File: src/rtl/dma_channel.sv
// Single-channel DMA engine: copies a block of halfword or word units from a
// source to a destination address, one bus read then one bus write per unit.
`ifndef MEM_SIZE_HALF
`define MEM_SIZE_HALF 2'b01
`endif
`ifndef MEM_SIZE_WORD
`define MEM_SIZE_WORD 2'b10
`endif

module dma_channel #(
  parameter int COUNT_W = 14
) (
  input  logic               clock,
  input  logic               reset,
  input  logic               start,
  input  logic [31:0]        cfg_src,
  input  logic [31:0]        cfg_dst,
  input  logic [COUNT_W-1:0] cfg_count,
  input  logic               cfg_word,
  input  logic [1:0]         cfg_src_ctl,
  input  logic [1:0]         cfg_dst_ctl,
  output logic               busy,
  output logic               done,
  output logic               bus_req,
  input  logic               bus_grant,
  output logic [31:0]        bus_addr,
  output logic [1:0]         bus_size,
  output logic               bus_write,
  output logic [31:0]        bus_wdata,
  input  logic [31:0]        bus_rdata,
  input  logic               bus_pause
);

  typedef enum logic [2:0] {
    S_IDLE,
    S_RADDR,
    S_RDATA,
    S_WADDR,
    S_WDATA,
    S_DONE
  } state_t;

  state_t             state;
  logic [31:0]        src;
  logic [31:0]        dst;
  logic [COUNT_W:0]   remaining;
  logic               word;
  logic [1:0]         src_ctl;
  logic [1:0]         dst_ctl;

  logic [31:0]        step;
  logic [31:0]        src_next;
  logic [31:0]        dst_next;
  logic [31:0]        align_mask;
  logic [31:0]        cfg_src_al;
  logic [31:0]        cfg_dst_al;
  logic [15:0]        rd_half;

  always_comb begin
    step = word ? 32'd4 : 32'd2;
    case (src_ctl)
      2'b00:   src_next = src + step;
      2'b01:   src_next = src - step;
      default: src_next = src;
    endcase
    // dst_ctl 11 behaves as increment, unlike src_ctl where 11 is fixed
    case (dst_ctl)
      2'b01:   dst_next = dst - step;
      2'b10:   dst_next = dst;
      default: dst_next = dst + step;
    endcase
    align_mask = cfg_word ? 32'hFFFF_FFFC : 32'hFFFF_FFFE;
    cfg_src_al = cfg_src & align_mask;
    cfg_dst_al = cfg_dst & align_mask;
    rd_half    = src[1] ? bus_rdata[31:16] : bus_rdata[15:0];
  end

  // bus_wdata doubles as the data latch between the read and write phases
  always_ff @(posedge clock) begin
    if (reset) begin
      state     <= S_IDLE;
      busy      <= 1'b0;
      bus_req   <= 1'b0;
      done      <= 1'b0;
      bus_write <= 1'b0;
      bus_addr  <= '0;
      bus_wdata <= '0;
      bus_size  <= `MEM_SIZE_WORD;
      src       <= '0;
      dst       <= '0;
      remaining <= '0;
      word      <= 1'b1;
      src_ctl   <= 2'b00;
      dst_ctl   <= 2'b00;
    end else if (!bus_pause) begin
      case (state)
        S_IDLE: begin
          if (start) begin
            src       <= cfg_src_al;
            dst       <= cfg_dst_al;
            word      <= cfg_word;
            src_ctl   <= cfg_src_ctl;
            dst_ctl   <= cfg_dst_ctl;
            remaining <= (cfg_count == '0) ? {1'b1, {COUNT_W{1'b0}}} : {1'b0, cfg_count};
            bus_size  <= cfg_word ? `MEM_SIZE_WORD : `MEM_SIZE_HALF;
            bus_addr  <= cfg_src_al;
            busy      <= 1'b1;
            bus_req   <= 1'b1;
            state     <= S_RADDR;
          end
        end
        S_RADDR: begin
          if (bus_grant) state <= S_RDATA;
        end
        S_RDATA: begin
          bus_wdata <= word ? bus_rdata : {rd_half, rd_half};
          bus_addr  <= dst;
          bus_write <= 1'b1;
          state     <= S_WADDR;
        end
        S_WADDR: begin
          bus_write <= 1'b0;
          state     <= S_WDATA;
        end
        S_WDATA: begin
          src       <= src_next;
          dst       <= dst_next;
          remaining <= remaining - (COUNT_W+1)'(1);
          if (remaining == (COUNT_W+1)'(1)) begin
            done  <= 1'b1;
            state <= S_DONE;
          end else begin
            bus_addr <= src_next;
            state    <= S_RADDR;
          end
        end
        S_DONE: begin
          done    <= 1'b0;
          busy    <= 1'b0;
          bus_req <= 1'b0;
          state   <= S_IDLE;
        end
        default: state <= S_IDLE;
      endcase
    end
  end

endmodule

File: config.mk
export PLATFORM = sky130hd
export DESIGN_NAME = dma_channel
export DESIGN_NICKNAME = d
export VERILOG_FILES = /design/src/rtl/dma_channel.sv
export SDC_FILE = /design/constraint.sdc
export NUM_CORES = 1
export LEC_CHECK = 0
export BUFFER_PORTS_ARGS = -buffer_cell sky130_fd_sc_hd__buf_4
export CORE_ASPECT_RATIO = 0.8
export CORE_MARGIN = 2
export CORE_UTILIZATION = 35
export CTS_BUF_LIST = sky130_fd_sc_hd__clkbuf_2
export DETAILED_ROUTE_END_ITERATION = 12
export PLACE_DENSITY = 0.65
export SYNTH_ARGS = -nofsm -noshare
export SYNTH_HDL_FRONTEND = slang
export SYNTH_SLANG_ARGS = --single-unit
export TNS_END_PERCENT = 1
File: constraint.sdc
create_clock -name clock -period 6 [get_ports clock]
set_clock_uncertainty 0.15 [all_clocks]
set_input_delay 0.3 -clock clock [delete_from_list [all_inputs] [get_ports clock]]
set_output_delay 0.3 -clock clock [all_outputs]
set_load 0.02 [all_outputs]
# Word-level counts from Yosys, hierarchy flattened
# Cells that the tools add are included.
[op_classes] addsub=5 mul=0 div=0 n_lt_le_gt_ge=0 n_eq_ne=14 n_shift=0 n_mux=25 bitwise_logic=3 reduce_logical=17
[ops] operator="32-bit case mux with 2 select lines" count=4
[ops] operator="32-bit 2-to-1 mux" count=4
[ops] operator="32-bit case mux with 3 select lines" count=1
[ops] operator="32-bit by 3-bit adder with 32-bit output" count=2
[ops] operator="32-bit AND" count=2
[ops] operator="32-bit by 3-bit subtractor with 32-bit output" count=2
[ops] operator="15-bit 2-to-1 mux" count=2
[ops] operator="15-bit case mux with 2 select lines" count=1
[ops] operator="16-bit 2-to-1 mux" count=1
[ops] operator="15-bit by 1-bit equality test with 1-bit output (second input constant)" count=1
[ops] operator="3-bit case mux with 5 select lines" count=1
[ops] operator="3-bit AND reduction" count=5
[ops] operator="15-bit by 1-bit subtractor with 15-bit output (second input constant)" count=1
[ops] operator="14-bit zero test" count=1
[ops] operator="3-bit 2-to-1 mux" count=4
[ops] operator="2-bit != test (second input constant)" count=5
[ops] operator="4-bit AND reduction" count=2
[ops] operator="2-bit nonzero test" count=4
[ops] operator="3-bit by 2-bit equality test with 1-bit output (second input constant)" count=2
[ops] operator="3-bit equality test (second input constant)" count=2
[ops] operator="1-bit case mux with 2 select lines" count=3
[ops] operator="2-bit by 1-bit equality test with 1-bit output (second input constant)" count=2
[ops] operator="2-bit 2-to-1 mux" count=2
[ops] operator="2-bit AND reduction" count=2
[ops] operator="7 further kinds" count=8
[word_totals] regBits=156 latch_bits=0 ramBits=0 romBits=0 inputBits=120 out_inout_bits=70 n_memories=0

# Longest topological paths before layout
# Gate-level depths: netlist of the first run.
[logic_depth] word_depth=5 ltp_mapped=15 mapped_depth_nobuf=12

# Worst setup path after synthesis of the first run
# No wires, ideal clock.
[synth_timing] path_kind="flip-flop to flip-flop" start="register src_ctl[1]" end="register src[27]" setup_ns=0.128 arrival_ns=3.860 setup_slack_ns=1.863 stages_incl_launch_ff=16 n_path_buf=3 period_less_slack_ns=4.137 path_cell_list="dfxtp_1 -> nand2b_1 -> buf_2 -> clkbuf_1 -> clkbuf_1 -> nor2_1 -> ha_1 -> o21a_1 -> nor2_1 -> a221oi_1 -> nand3_1 -> a311o_1 -> mux2i_1 -> mux2_2 -> a222oi_1 -> nor2_1"
[synth_between] elab_chain_cells=3 elab_cells_between_ends=4 cone_classes="eq/ne: 1; mux: 2; reduce/logical: 1"
[synth_rtl] element="start: declaration" line_no="48" text="logic [1:0] src_ctl;"
[synth_rtl] element="start signal: assignment" line_no="102" text="src_ctl <= cfg_src_ctl;"
[synth_rtl] element="2-bit by 1-bit equality test with 1-bit output / 2-bit zero test (equally long branches)" line_no="61" text="case (src_ctl)"
[synth_rtl] element="32-bit case mux with 2 select lines *" line_no="61"
[synth_rtl] element="32-bit case mux with 2 select lines *" line_no="96" text="case (state)"
[synth_rtl] element="end signal: assignment" line_no="99" text="src <= cfg_src_al;"
[synth_rtl] element="end signal: assignment" line_no="126" text="src <= src_next;"
[synth_rtl] element="end: declaration" line_no="44" text="logic [31:0] src;"
# Mark *: on every way between the ends. The rest lies on a longest branch, timed or not.
# A chain may end at the register's enable or synchronous reset.

# Worst setup path in the final report of the first run
[layout_timing] start="register src_ctl[0]" end="register src[30]"
# Same word-level chain as after synthesis.

==> results of run 1 <==
power breakdown:
group          total [mW]  internal [mW]  leakage, nW  switching (mW)
Sequential           1.18           1.09         1.25          0.0943
Combinational       0.729          0.326         4.25           0.403
Clock               0.616          0.159        0.134           0.457
synthesized netlist by cell type (5+ instances only):
master / count / area share, %
nor2_1: 187 / 6.6
nand2_1: 161 / 5.7
dfxtp_1: 153 / 29
a21oi_1: 137 / 6.5
o21ai_0: 131 / 6.2
clkbuf_1: 113 / 4.0
nor3_1: 46 / 2.2
a211oi_1: 39 / 2.8
ha_1: 37 / 4.4
a31oi_1: 34 / 2.0
mux2i_1: 34 / 3.2
xnor2_1: 31 / 2.6
nand3_1: 28 / 1.3
a311oi_1: 23 / 1.9
inv_1: 23 / 0.81
a22oi_1: 22 / 1.6
nor4_1: 20 / 1.2
a21o_1: 18 / 1.3
a221oi_1: 18 / 1.5
nand4_1: 15 / 0.88
or3_1: 14 / 0.83
xor2_1: 14 / 1.2
nand2b_1: 13 / 0.77
and3_1: 12 / 0.71
o211ai_1: 11 / 0.78
a22o_1: 8 / 0.66
o21a_1: 8 / 0.57
nor2b_1: 7 / 0.41
buf_1: 6 / 0.21
nand3b_1: 6 / 0.42
nor3b_1: 5 / 0.35
or4_1: 5 / 0.35
layout make-up:
type,instances,area (sq um),area share [%]
Clock buffer,17,85.1,0.611
Timing Repair Buffer,355,3050,21.9
Sequential cell,153,3060,22.0
Antenna cell,4,10.0,0.0718
Clock inverter,15,138,0.988
Multi-Input combinational cell,1167,6990,50.2
Inverter,23,86.3,0.620
Tap cell,406,508,3.65
cells by family (layout without fill, tap and decap cells):
kind of cell | Yosys count | count (layout)
simple gates | 540 | 540
compound gates | 505 | 505
flops | 153 | 153
buf+inv | 150 | 410
xor+xnor | 45 | 45
mux | 40 | 40
fa+ha+maj | 37 | 37
other cells | 0 | 4
placed cells by master, fill, tap and decap left out, drive strengths merged, types with 15 or more instances in the layout:
cell type	n
a21o	19
dlygate4sd3	148
nor4	20
nand3	28
nor2	187
nand4	15
xnor2	31
nor3	46
inv	29
a221oi	18
clkbuf	17
a22oi	23
a21oi	137
a31oi	34
o21ai	133
a211oi	39
a311oi	23
ha	37
buf	207
mux2i	34
nand2	161
dfxtp	153
how the worst min path moves through the flow:
stage	start	end	slack, ps	cells past startpoint
6_report	cfg_src_ctl[1]	src_ctl[1]	140	4
5_1_grt	cfg_src[31]	src[31]	60	3
4_1_cts	cfg_src[31]	src[31]	60	3
3_5_place_dp	done	done	310	1
3_3_place_gp	done	done	310	1
2_1_floorplan	cfg_src[21]	src[21]	260	2
routing by layer:
layer / vias up / GRT usage (%) / part of all wire (%)
met1: 5814 / 35.3 / 47
met4: 4 / 8.18 / 2.5
met3: 74 / 5.28 / 7.2
met2: 445 / 37.0 / 44
met5: - / 0 / 0.075
li1: 5910 / - / -
per-stage QoR:
| stage | power (mW) | area (sq um) | hold slack [ps] | utilization, % |
|---|---|---|---|---|
| 2_1_floorplan | 1.58 | 10600 | 259 | - |
| 3_3_place_gp | 1.82 | 12200 | 307 | 41.3 |
| 3_5_place_dp | 1.83 | 12200 | 310 | 41.3 |
| 4_1_cts | 2.53 | 13900 | 62.4 | 47.1 |
| 5_1_grt | 2.66 | 13900 | 62.8 | 47.1 |
| 6_report | 2.53 | 13900 | 137 | 47.1 |
worst min-delay path, stage by stage:
cell and delay [ps]:
dlygate4sd3_1 550, buf_4 130, nand2_1 40, a21oi_1 50
sequential cells by signal, indices dropped and copies added (netlist names), 2 cells and up:
signal and count:
src 31, dst 31, state 3, bus_addr 32, src_ctl 2, dst_ctl 2, remaining 15, bus_wdata 32
bus_size 2
==> results.txt, run 1 <==
The xor-xnor portion of the synthesized cell area came out at 3.71%. The number of antenna-violating nets in the routed design is 0. The startpoint of the most critical register-to-register path is src_ctl[0].

The final critical-path share of the clock period is 84.0%. The critical path crosses 13 cells after its start point. The flow ran to the end, and the final reports show no timing, DRC or antenna violations. The worst IR drop on VDD is 103 uV. The biggest fanout along the worst timing path is 16. The maximum number of pins on one net before global-route repair is 92. The length in cells of the worst reg-to-reg path came out at 13. The HPWL after detailed placement is 27400 um. On the critical path, the stage with the largest delay is an instance of dfxtp_1. The number of hold buffers added after CTS came out at 148.

After detailed placement, the design holds a cell count of 1956. The synthesis warning total is 0. The data required time of the critical path came out at 6550 ps. The maximum clock path buffer count came out at 2. In this run the tightest slew margin relative to its limit is 14.1%. The placeable core region is 29600 sq um.

The count of vias placed by the detailed router came out at 12200. The H-tree depth is 4. The signal on the critical path passes through nand2b_1 > nor2_1 > ha_1 > nor2b_1 > nor4b_1 > a2111oi_1 > buf_4 > nand3b_1 > and2_2 > mux2i_1 > a31oi_1 > a221o_1 > dlygate4sd3_1. The initial antenna violation count is 6. The fraction of the yosys area taken by sequential cells came out at 28.9%. The time the worst path needs with I/O delays and setup is 5040 ps. After clock tree synthesis, the clock-pin slew on the worst setup and hold paths is 280 ps. Setup violations remaining at the end of the flow were counted as 0. Dividing the detail-routed via count by the number of cells gives 5.72. The total negative slack is 0 ps. By area, the combinational part of the netlist is dominated by compound AO/OA/AOI/OAI gates. The average instance in the mapped netlist occupies 7.22 sq um.

The count of flip-flops with a built-in enable after synthesis came out at 0. The number of hold-slack violations in the final timing report is 0. The die width came out at 199 um. Across every metal layer, demand over resource in global routing totals 24.8%. The insertion delay of the later-clocked pin in the worst-skew pair is 790 ps. The floorplan step defined a die boundary enclosing 31700 sq um. 190 I/O pins were placed.

The synthesized netlist devotes 30.2% of its cell area to compound gates. Max-cap violations in this run came to 0. The total power density per cell area is 181 nW/um^2. The delay of the slowest critical-path stage is 760 ps. The leakage power of the design came out at 5.63 nW. The number of nets in the finished design came out at 1874. The aggregate global routing overflow came out at 0. The first routing iteration left 1231 violations.

From bottom edge to top edge, the die measures 160 um. The worst setup path is captured at a flip-flop. Dividing the detail-routed wire length by the instance count gives 18.8 um.

Setup repair after global routing left no endpoint under its margin. The setup slack after layout is 958 ps. The last element of the critical path is src[30].

The buffer count from post-CTS setup fixing is 0. Before CTS, the worst setup slack after placement is 1540 ps. In the final layout, the share of cells above drive strength 1 is 15.3%.

The number of max-slew violations in the final report came out at 0. The synthesized netlist contains 77 unique library cells. For the pin with the worst max-slew slack, the measured transition is 1280 ps. The number of instances in the synthesized netlist is 1470. The area of the mapped netlist came out at 10600 sq um. The residual DRC count came out at 0.

The root cell of the clock tree is clkbuf_2. The terminus of the critical flop-to-flop path is src[30]. Based on the critical path, the design can be clocked at up to 0.198 GHz.

Among all flip-flop cells after synthesis, the most frequent one is dfxtp_1. The CTS tree is built. The count of buffers added on input and output ports is 187. Of the total synthesized cell area, the portion taken by full adders, half adders and majority gates is 4.36%.

The initialized floorplan defines 56 standard-cell rows. The critical path starts at src_ctl[0]. After synthesis the netlist holds a flip-flop and latch count of 153. The number of nets handed over by synthesis was 1627. The share of synthesized registers carrying an async set or reset came out at 0%.

The class of the tightest hold or removal check is input pin to flip-flop. The kind of cell adding the most delay to the critical path is simple AND/OR/NAND/NOR gates. In this run, CTS created clock tree buffers numbering 17. The sort of element at the start of the critical path is a flip-flop. The detailed-router iteration count before antenna repair is 5.

The tree built by TritonCTS fans out to 153 sinks. Counting the fill cells in the layout gives 3018. The share of cell area taken by muxes after synthesis came out at 3.92%. The initial utilization of the core area, before any placement, comes to 35.9%. From synthesis to final layout, the design area changed by 31.3%.

The post-synthesis share of cell area spent on and, or, nand and nor gates came out at 23.4%. The worst path buffer plus inverter count came out at 2. The final standard cell count with taps included and fillers excluded came out at 2140. The congestion estimate from routability-driven global placement came to 0.930.

The critical path arrival is 5590 ps. For this block, the routed nets add up to 40200 um of wire. The via count of the first global-routing pass came out at 11300.

The first-pass GRT wire length is 62600 um. The worst setup path is of the flip-flop to flip-flop kind. The number of gates resized after cts is 0. The worst reg-to-reg setup slack is 960 ps.
Power figures use the tool's default switching activity.
==> run 2: changes to the inputs <==
==> constraint.sdc (replaced) <==
create_clock -name clock -period 4.9 [get_ports clock]
set_clock_uncertainty 0.15 [all_clocks]
set_input_delay 0.245 -clock clock [delete_from_list [all_inputs] [get_ports clock]]
set_output_delay 0.245 -clock clock [all_outputs]
set_load 0.02 [all_outputs]
==> run 2 against run 1 <==
Combinational power is 26% higher. Maximum frequency is 15% higher. Critical path depth increased by 1. Global-route usage grew 0.51 points. Total power rose by 28%. First-iteration DRC count grew 5.3%. Worst hold slack worse by 66 ps. Via count grew 1.5%. Critical path type unchanged. Critical endpoint is now dst[31]. Largest power group unchanged.
==> results.txt, run 2 (synthesis gave the netlist of run 1 again) <==
The setup slack after layout is 530 ps (-428 ps). The effective utilization at floorplan is 35.9% (unchanged). The worst reg-to-reg setup slack is 530 ps (-430 ps). The height of the chip is 160 um (unchanged). The fraction of final layout cells with drive strength greater than 1 came out at 15.4% (+0.071 points). The total number of clock tree sinks is 153 (unchanged). The insertion delay of the later-clocked pin in the worst-skew pair is 780 ps (about the same). The critical path goes through nand2b_1 > inv_1 > ha_1 > a21oi_1 > nor2_1 > o41ai_1 > o21ai_0 > buf_4 > a32o_1 > o22ai_1 > mux2_2 > nand4_1 > a31oi_1 > dlygate4sd3_1. The initial antenna violation count is 3 (-3).

The depth of the worst hold-timing path came out at 3 (-1). The count of maximum capacitance violations is 0 (unchanged). The buffer count from post-CTS setup fixing is 0 (unchanged). The number of max-slew violations in the final report is 0 (unchanged). The startpoint identified for the worst hold timing path is cfg_src[31]. The slowest stage of the critical path is the dlygate4sd3_1 cell.

The mean routed wirelength per cell is 18.9 um (+0.30%). The number of antenna-violating nets in the routed design came out at 0 (unchanged). The power consumption came out at 3.24 mW (+28%). The die width came out at 199 um (unchanged). The placeable core region was 29600 sq um (unchanged). The terminus of the critical flop-to-flop path is dst[31]. The worst IR drop on VDD came out at 150 uV (+45%). The actual transition at the worst max-transition pin came out at 1290 ps (+4.91 ps). The number of hold-slack violations in the final timing report came out at 0 (unchanged). The count of buffers from port buffering is 187 (unchanged). The leakage power of the design came out at 5.84 nW (+3.7%). From synthesis to final layout, the design area changed by 34.6%. The relative slew slack came out at 13.8% (-0.33 points). The startpoint of the most critical register-to-register path is dst_ctl[1].

The largest registers in the layout are bus_addr (32), bus_wdata (32). The count of vias placed by the detailed router is 12400 (+1.5%). The aggregate global routing overflow came to 0 (unchanged). The via count of the first global-routing pass was 11800 (+3.9%).

The TritonCTS buffer count came out at 17 (unchanged). The end point of the most critical hold path is src[31]. TritonCTS built the clock tree. The critical path is of the flip-flop to flip-flop type. The maximum number of pins on one net before global-route repair came out at 81 (-12%). The time the worst path needs with I/O delays and setup came out at 4370 ps (-672 ps). The number of nets in the finished design came out at 1905 (+1.7%).

The total power density per cell area was 227 nW/um^2 (+25%). The final critical-path share of the clock period is 89.2% (+5.2 points). The detailed-router iteration count before antenna repair is 6 (+1). The path class of the tightest hold or removal check is input pin to flip-flop. Setup repair after global routing left no endpoint under its margin.

The violation count after the first detailed-routing iteration was 1296 (+5.3%). The biggest fanout along the worst timing path came out at 15 (-1). The critical path arrival came to 4940 ps (-650 ps). The wire length reported by the detailed router is 40900 um (+1.7%).

The total global-route track usage is 25.3% (+0.51 points). The run finished with clean final reports. The number of hold buffers added after CTS came to 173 (+17%).

The via-per-instance ratio is 5.73 (+0.14%). The length in cells of the worst reg-to-reg path is 14 (+1). The upper clock frequency limit is 0.229 GHz (+15%). The most frequent standard cell in the layout excluding fill and tap cells is buf_4.

The number of gates resized after cts is 0 (unchanged). The weighted congestion reported at the end of routability-driven placement came out at 0.974 (+4.7%). The tree is rooted in a clkbuf_2. The maximum clock path buffer count came out at 2 (unchanged). The end-of-flow core utilization came out at 48.3% (+1.2 points). The setup slack at placement is 1090 ps (-448 ps). The filler cell count in the final layout is 2959 (-2.0%). The total of endpoints with negative setup slack in the final report is 0 (unchanged). The delay of the slowest critical-path stage is 570 ps (-190 ps). The number of ports placed on the die boundary is 190 (unchanged). The area of the die was 31700 sq um (unchanged).

The total negative slack came to 0 ps (unchanged). The HPWL after detailed placement came to 27900 um (+2.0%). The number of rows in the core area came to 56 (unchanged). The clock transition at the registers of the reported paths came out at 260 ps (-20 ps).

The worst setup path is launched from a flip-flop. The H-tree depth came out at 4 (unchanged). STA classifies the critical path endpoint as a flip-flop. The first-pass GRT wire length came out at 64200 um (+2.6%). In the layout the commonest cells are buf_4, nor2_1, dlygate4sd3_1, nand2_1, dfxtp_1. The data required time of the critical path is 5470 ps (-1080 ps). The residual DRC count came out at 0 (unchanged).
-- run 2: worst max-delay path: cells and delay by family (launching register included) --
| family | cells | cell delay (ps) |
|---|---|---|
| AOI/OAI and AO/OA | 6 | 1390 |
| buffers and inverters | 3 | 1210 |
| muxes | 1 | 370 |
| and+or+nand+nor | 3 | 410 |
| DFF | 1 | 380 |
| adders and majority gates | 1 | 390 |
-- run 2: worst max-delay path by stage --
stage | from | end | slack (ps) | cells after the start
final | dst_ctl[1] | dst[31] | 530 | 14
after global routing | dst_ctl[1] | dst[28] | 290 | 14
after CTS | dst_ctl[1] | dst[31] | 650 | 14
after detailed placement | dst_ctl[1] | dst[24] | 1090 | 13
after global placement | dst_ctl[1] | dst[24] | 1170 | 13
after floorplan | src_ctl[1] | src[27] | 760 | 15
-- run 2: area by class of cell --
| class | count | area, sq um | area share, % |
|---|---|---|---|
| multi-input cells | 1167 | 6990 | 49.0 |
| repair buffers | 386 | 3340 | 23.4 |
| flip-flops and latches | 153 | 3060 | 21.4 |
| well taps | 406 | 508 | 3.56 |
| clock inverters | 13 | 189 | 1.32 |
| clock buffers | 19 | 95.1 | 0.666 |
| inverters | 23 | 86.3 | 0.604 |
| diodes | 2 | 5.00 | 0.0350 |
-- run 2: power breakdown --
part           leakage, nW  internal (mW)  switching [mW]
clock network        0.168          0.348           0.534
registers             1.25           1.33           0.115
logic                 4.42          0.413           0.501
-- run 2: through the flow --
| stage | instances | hold WS (ps) | cell area [sq um] |
|---|---|---|---|
| 2_1_floorplan | 1470 | 204 | 10600 |
| 3_3_place_gp | 1962 | 306 | 12300 |
| 3_5_place_dp | 1962 | 309 | 12300 |
| 4_1_cts | 2167 | 5.15 | 14300 |
| 5_1_grt | 2169 | 24.0 | 14300 |
| 6_report | 2169 | 70.5 | 14300 |
-- run 2: layer usage --
metal	global-route usage (%)	routed length [um]	vias to the layer above
met3	4.88	3300	56
met4	7.16	887	2
li1	-	-	5961
met5	0	18	-
met1	35.9	18400	5879
met2	38.8	18300	532
